==> src/rtl/ps2_device_emulator.sv <==
// ps2_device_emulator: PS/2 keyboard-side emulator that serialises FIFO'd scan codes as make/break frames
module ps2_device_emulator #(
  parameter int CLK_HALF   = 4,
  parameter int GAP_CYCLES = 16,
  parameter int DEPTH      = 8,
  parameter int BREAK_EN   = 1
) (
  input  logic                     clk,
  input  logic                     reset,
  input  logic                     s_valid,
  output logic                     s_ready,
  input  logic [7:0]               s_code,
  input  logic                     s_ext,
  input  logic                     s_perr,
  output logic                     ps2_clk,
  output logic                     ps2_data,
  output logic                     busy,
  output logic                     byte_done,
  output logic [$clog2(DEPTH):0]   fifo_count
);
  localparam int AW   = $clog2(DEPTH);
  localparam int CMAX = (CLK_HALF > GAP_CYCLES) ? CLK_HALF : GAP_CYCLES;
  localparam int CW   = $clog2(CMAX);
  typedef enum logic [2:0] {S_IDLE, S_LOAD, S_HIGH, S_LOW, S_GAP} state_t;
  logic [9:0]    r_mem [DEPTH];
  logic [AW-1:0] r_wp, r_rp;
  logic [AW:0]   r_count;
  state_t        r_state;
  logic [9:0]    r_ent;
  logic [2:0]    r_idx;
  logic [3:0]    r_bit;
  logic [CW-1:0] r_cnt;
  logic          w_push, w_pop, w_par;
  logic [7:0]    w_byte;
  logic [10:0]   w_frame;
  logic [2:0]    w_last_idx;
  assign s_ready    = r_count < (AW+1)'(DEPTH);
  assign w_push     = s_valid && s_ready;
  assign w_pop      = r_state == S_LOAD;
  assign fifo_count = r_count;
  assign busy       = r_state != S_IDLE;
  // Entry byte order: ext -> E0,code,E0,F0,code ; plain -> code,F0,code (trimmed when break is off)
  assign w_byte     = r_ent[8] ? ((r_idx == 3'd1 || r_idx == 3'd4) ? r_ent[7:0] : (r_idx == 3'd3 ? 8'hF0 : 8'hE0))
                               : (r_idx == 3'd1 ? 8'hF0 : r_ent[7:0]);
  assign w_par      = ~^w_byte ^ r_ent[9];
  assign w_frame    = {1'b1, w_par, w_byte, 1'b0};
  assign w_last_idx = r_ent[8] ? ((BREAK_EN != 0) ? 3'd4 : 3'd1) : ((BREAK_EN != 0) ? 3'd2 : 3'd0);
  always_ff @(posedge clk) begin
    if (reset) begin
      r_wp    <= '0;
      r_rp    <= '0;
      r_count <= '0;
    end else begin
      if (w_push) begin
        r_mem[r_wp] <= {s_perr, s_ext, s_code};
        r_wp        <= r_wp + AW'(1);
      end
      if (w_pop) r_rp <= r_rp + AW'(1);
      r_count <= (w_push && !w_pop) ? r_count + (AW+1)'(1) :
                 (!w_push && w_pop) ? r_count - (AW+1)'(1) : r_count;
    end
  end
  always_ff @(posedge clk) begin
    if (reset) begin
      r_state   <= S_IDLE;
      ps2_clk   <= 1'b1;
      ps2_data  <= 1'b1;
      byte_done <= 1'b0;
      r_ent     <= '0;
      r_idx     <= '0;
      r_bit     <= '0;
      r_cnt     <= '0;
    end else begin
      byte_done <= 1'b0;
      case (r_state)
        S_IDLE: if (r_count != '0) r_state <= S_LOAD;
        S_LOAD: begin
          r_ent    <= r_mem[r_rp];
          r_idx    <= '0;
          r_bit    <= '0;
          r_cnt    <= '0;
          ps2_data <= 1'b0;
          r_state  <= S_HIGH;
        end
        S_HIGH: begin
          if (r_cnt == CW'(CLK_HALF - 1)) begin
            r_cnt   <= '0;
            ps2_clk <= 1'b0;
            r_state <= S_LOW;
          end else r_cnt <= r_cnt + CW'(1);
        end
        S_LOW: begin
          if (r_cnt == CW'(CLK_HALF - 1)) begin
            r_cnt   <= '0;
            ps2_clk <= 1'b1;
            if (r_bit == 4'd10) begin
              byte_done <= 1'b1;
              ps2_data  <= 1'b1;
              r_state   <= S_GAP;
            end else begin
              r_bit    <= r_bit + 4'd1;
              ps2_data <= w_frame[r_bit + 4'd1];
              r_state  <= S_HIGH;
            end
          end else r_cnt <= r_cnt + CW'(1);
        end
        S_GAP: begin
          if (r_cnt == CW'(GAP_CYCLES - 1)) begin
            r_cnt <= '0;
            if (r_idx == w_last_idx) r_state <= S_IDLE;
            else begin
              r_idx    <= r_idx + 3'd1;
              r_bit    <= '0;
              ps2_data <= 1'b0;
              r_state  <= S_HIGH;
            end
          end else r_cnt <= r_cnt + CW'(1);
        end
        default: r_state <= S_IDLE;
      endcase
    end
  end
endmodule

==> config.mk <==
export PLATFORM = sky130hd
export DESIGN_NAME = ps2_device_emulator
export DESIGN_NICKNAME = d
export VERILOG_FILES = /design/src/rtl/ps2_device_emulator.sv
export SDC_FILE = /design/constraint.sdc
export NUM_CORES = 1
export LEC_CHECK = 0
export ABC_AREA = 1
export CAP_MARGIN = 20
export CORE_ASPECT_RATIO = 0.8
export CORE_MARGIN = 2
export CORE_UTILIZATION = 55
export DETAILED_ROUTE_END_ITERATION = 10
export PLACE_DENSITY = 0.73
export SETUP_SLACK_MARGIN = 0.02
export SLEW_MARGIN = 20
export SYNTH_ARGS = -nofsm -noshare
export SYNTH_HDL_FRONTEND = slang
export SYNTH_SLANG_ARGS = --single-unit
==> constraint.sdc <==
create_clock -name clk -period 5.65 [get_ports clk]
set_input_delay 1.695 -clock clk [delete_from_list [all_inputs] [get_ports clk]]
set_output_delay 1.695 -clock clk [all_outputs]
set_load 0.1 [all_outputs]
* Word-level counts from Yosys, hierarchy flattened
Memory sizes are Yosys's and may differ from the RTL's. A register that Yosys moved wholly into a read port is not among the register bits.
Cells that the tools add are included.
** Storage, ports and cells
- Memories :: 1
- Input bits :: 13
- Output and inout port bits :: 9
- Bits in writable memories :: 80
- Word-level logic and storage cells :: 101
- Register bits after elaboration :: 27
** Memories
- r_mem :: words 8, bits a word 10, read ports 1, clocked after Yosys merged registers in 1, wr ports 1, RTL line 25 : logic [9:0] r_mem [DEPTH];
** Operators by class
- Reductions and logical operators :: 22
- Add/sub/neg operators :: 7
- Bitwise operators :: 3
- $lt $le $gt $ge :: 2
- Equal/unequal tests :: 17
- Multiplexer cells :: 39
** Operators with widths (count)
- $mux W4 :: 8
- $mux W3 :: 8
- $mux W8 :: 3
- $pmux W4 S3 :: 2
- $pmux W3 S5 :: 1
- $add A4 B1 Y4 const B :: 3
- $ne A2 B2 Y1 const B :: 6
- $mux W1 :: 11
- $add A3 B1 Y3 const B :: 3
- $eq A3 B2 Y1 const B :: 3
- $reduce_bool A3 Y1 :: 3
- $eq A4 B4 Y1 const B :: 2
- $reduce_and A4 Y1 :: 2
- $reduce_xnor A8 Y1 :: 1
- $eq A3 B1 Y1 const B :: 2
- $eq A3 B3 Y1 const B :: 2
- $pmux W3 S2 :: 1
- $reduce_and A3 Y1 :: 2
- $reduce_bool A2 Y1 :: 3
- $lt A4 B5 Y1 const B :: 1
- $mux W5 :: 1
- $reduce_and A5 Y1 :: 1
- $bmux W1 S4 :: 1
- $eq A4 B2 Y1 const B :: 1
- other kinds (15) :: 19

* Logic depth before layout (Yosys ltp)
- Word-level depth :: 11
- Depth in mapped cells :: 19
- Depth with buffers taken out :: 19

* Worst setup path after synthesis
Ideal clock, no wire load.
- Path kind :: register to register
- From :: register r_count[3] (netlist: fifo_count[3])
- To :: register r_count[3] (netlist: fifo_count[3])
- Data arrival time :: 3354 ps
- Required time :: 5490 ps
- Slack :: 2136 ps
- Path buffers :: 0
- Clock period less this slack :: 3514 ps
- Setup time :: 160 ps
- Cell stages (with the launch flop) :: 15
- Cells stage by stage :: dfxtp_1 > inv_1 > nand2_1 > inv_1 > ha_1 > inv_1 > ha_1 > nand2_1 > nor2_1 > a211oi_1 > nor2_1 > nor2_1 > nand2_1 > o21ai_0 > a21oi_1
** On the way
- Cells in the longest elaborated chain, start to end :: 5
- Elaborated cells between the ends (all ways) :: 10
- Classes of those cells :: add/sub (2); order compare (1); mux (2); reduce/logical (5)
** Ends and longest elaborated chain
- from (decl) :: RTL line 27 : logic [AW:0] r_count;
- from (signal assigned) :: RTL line 59 : r_count <= (w_push && !w_pop) ? r_count + (AW+1)'(1) :
- $lt A4 B4 Y1 * :: RTL line 37 : assign s_ready = r_count < (AW+1)'(DEPTH);
- via s_ready :: RTL line 11 : output logic s_ready,
- $logic_and A1 B1 Y1 * :: RTL line 38 : assign w_push = s_valid && s_ready;
- via w_push :: RTL line 33 : logic w_push, w_pop, w_par;
- $logic_not A1 Y1 :: RTL line 60 : (!w_push && w_pop) ? r_count - (AW+1)'(1) : r_count;
- $logic_and A1 B1 Y1 :: RTL line 60
- $reduce_bool A2 Y1 (no line)
Mark *: on every way through the listed nets, which the timed path passes. The rest lies on a longest branch. The select of a mux whose other input is x is not followed.
A chain may end at the register's enable or synchronous reset.

* Worst setup path after layout
- From :: register r_state[0]
- To :: output port busy
** On the way
- Cells in the longest elaborated chain, start to end :: 1
** Ends and longest elaborated chain
- from (decl) :: RTL line 28 : state_t r_state;
- from (signal assigned) :: RTL line 65 : r_state <= S_IDLE;
- from (signal assigned) :: RTL line 76 : S_IDLE: if (r_count != '0) r_state <= S_LOAD;
- from (signal assigned) :: RTL line 83 : r_state <= S_HIGH;
- $reduce_bool A3 Y1 :: RTL line 41 : assign busy = r_state != S_IDLE;
- to (decl) :: RTL line 17 : output logic busy,
Every way passes these cells.

==> summary.txt <==
Power and ir drop
  • Worst vdd ir: 0.508 mV
  • Sw Share: 37.1%
  • Comb power frac: 31.9%
  • Clock power share: 32.7%
  • LEAKAGE: 0.00222 uW
  • Int Power: 1920 uW
  • Psw: 1130 uW
  • PwrDens: 507 nW/um^2
  • Sequential fraction of design power: 35.3%

Yosys
  • Warnings, synthesis: 0
  • Yosys reg bits: 117
  • Post-synth EDFFs: 80
  • Synthesized Nets: 547
  • Largest area contributor in the netlist: edfxtp_1
  • Cell variety after synth: 35
  • Yosys top cell area share: 46.4%
  • Primary FF master, synth: edfxtp_1
  • Cell count after synthesis: 521
  • Cell area after synthesis: 5180 sq um
  • Ranking of synthesized cells by area: edfxtp_1 (46%), dfxtp_1 (14%), o21ai_0 (5.5%)
  • Post-Syn Area per Cell: 9.94 sq um
  • Sequential fraction of the synthesis area: 60.7%
  • Post-synth ARST share: 0%

Place
  • Routability Congestion: 0.894
  • Number of I/O port buffers: 21
  • Placed Cells incl. Taps: 640
  • Post-DP HPWL: 7430 um
  • Placed Area: 5480 sq um

Cells and area
  • Synthesis-to-finish area growth: 16.3%
  • Non-filler cells, final: 672
  • Final instance area: 6030 sq um
  • Fin nets: 570
  • Most common cell after layout, fill and taps aside: edfxtp_1
  • Most frequent cells in the layout: edfxtp_1 (80), nor2_1 (70), nand2_1 (65), o21ai_0 (57), inv_1 (49)
  • Layout cells sized above 1: 7.36%
  • Antenna cells: 0

Worst hold path
  • Min-Delay Path Class: reg2reg
  • Worst hold start: ps2_data
  • Hold path depth: 2
  • Hold Path End: ps2_data

Die
  • Num ports: 22
  • Die ar.: 10200 sq um
  • Die Width: 113 um
  • Initial Util: 56.8%
  • Die height: 90.8 um
  • Core area: 9110 sq um
  • # rows: 31

Clock network
  • Total clock sinks: 117
  • Post-CTS setup buffer count: 0
  • Clock slew at reported path FFs: 50 ps
  • CTS tree: built
  • Root Driver: clkbuf_16
  • Clock buffer depth: 2
  • Cts hold-fix bufs: 0
  • H-Tree Depth: 4
  • CTS resizes: 0
  • Clock Latency Late Sink: 410 ps
  • Total CTS buffers: 17

STA
  • Final Critical Period: 3920 ps
  • # setup viols final: 0
  • F_max: 0.255 GHz
  • TNS Setup: 0 ps
  • Clock Skew: 5.29 ps
  • Fin crit share: 69.4%
  • RSZ-0062 raised after global routing: no
  • Slew @ Worst Pin: 1010 ps
  • Pins over their slew limit: 0
  • Final hold violations: 0
  • Max-slew headroom: 31.9%

Detailed routing
  • DR vias/cell: 5.76
  • Wire per inst: 17.4 um
  • Antenna-violating nets left: 0
  • DRT iter0 DRCs: 302
  • First-pass detailed-route iteration total: 5
  • DRC viols: 0
  • Routed vias: 3874
  • WL final: 11700 um

Setup path
  • Critical path endpoint category: output pin
  • Worst Path Arrival: 2230 ps
  • Startpoint types: flop
  • Reg2reg start: r_state[0]
  • Crit path kind: reg2out
  • Cell depth of the worst flop-to-flop path: 14
  • Critical Path RT: 3950 ps
  • Reg-to-reg endpoint: fifo_count[3]
  • Peak fanout along the critical path: 5
  • R2r setup slk: 2150 ps

GRT
  • Vias in the first global route: 3803
  • Largest net degree at the start of global routing: 45
  • Initial antenna violation count: 0
  • Global-route wire length before repair: 19100 um
  • GRT Resource Usage Total: 24.3%
  • Final global-route overflow total: 0

Run status
  • Status: finished, final reports clean

Flow run
  • Max Cap Viol: 0
==> power by group through the flow <==
stage,clock network [uW],registers [uW],logic [uW]
2_1_floorplan,0,1170,642
3_3_place_gp,0,1090,933
3_5_place_dp,0,1090,962
4_1_cts,1010,1080,970
5_1_grt,1050,1090,1080
6_report,999,1080,975
==> logic make-up after synthesis <==
kind of cell,synth area share (%)
simple gates,14.8
compound gates,14.8
fa+ha+maj,3.28
buf+inv,5.80
flops,60.7
xor+xnor,0.676
==> routing by layer <==
layer	up-vias	track usage, %	routed length, um
li1	1881	-	-
met1	1836	33.7	5190
met2	139	36.8	5400
met3	18	6.71	925
met4	0	9.15	157
met5	-	0	0
==> cells in the mapped netlist (7+ instances only) <==
cell type / number
edfxtp_1: 80
nor2_1: 70
nand2_1: 65
o21ai_0: 57
inv_1: 50
a21oi_1: 37
dfxtp_1: 37
clkbuf_1: 21
nand3_1: 17
ha_1: 12
o211ai_1: 11
o221ai_1: 10
o22ai_1: 10
nand4_1: 9
nor3_1: 7
==> layout make-up <==
| class | instances | area [sq um] |
|---|---|---|
| sequential | 117 | 3140 |
| tap | 115 | 144 |
| clock buffer | 19 | 433 |
| multi-input combinational | 328 | 1740 |
| fill | 677 | 3090 |
| clock inverter | 13 | 115 |
| inverter | 53 | 199 |
| timing repair buffer | 27 | 255 |
==> sequential cells by signal, indices dropped and copies added (netlist names), 3 cells and up <==
name	cells
r_rp	3
r_cnt	4
r_ent	10
r_wp	3
r_mem	80
r_bit	4
fifo_count	4
r_state	3
r_idx	3
==> stage by stage <==
step                      util, %  total power, uW  hold WS (ps)  setup slack (ps)
after global placement       60.1             2020           453              1820
after CTS                    66.1             3060           476              1720
after floorplan                 -             1810           445              2140
final                        66.1             3050           471              1730
after global routing         66.1             3220           508              1610
after detailed placement     60.1             2050           460              1610
==> worst max-delay path, cell delays in order (launching register included) <==
cell and delay [ps]:
dfxtp_1 400, nor2_1 80, inv_1 70, nor2_1 40, inv_1 90, clkdlybuf4s50_1 1130
==> how the worst max path moves through the flow <==
| stage | start | to | cells after the start |
|---|---|---|---|
| after detailed placement | s_valid | fifo_count[3] | 14 |
| after global routing | r_state[0] | busy | 5 |
| after floorplan | fifo_count[3] | fifo_count[3] | 14 |
| after CTS | r_state[0] | busy | 5 |
| final | r_state[0] | busy | 5 |
| after global placement | s_valid | fifo_count[3] | 14 |
Note: power is estimated with default switching activity, not from simulation.
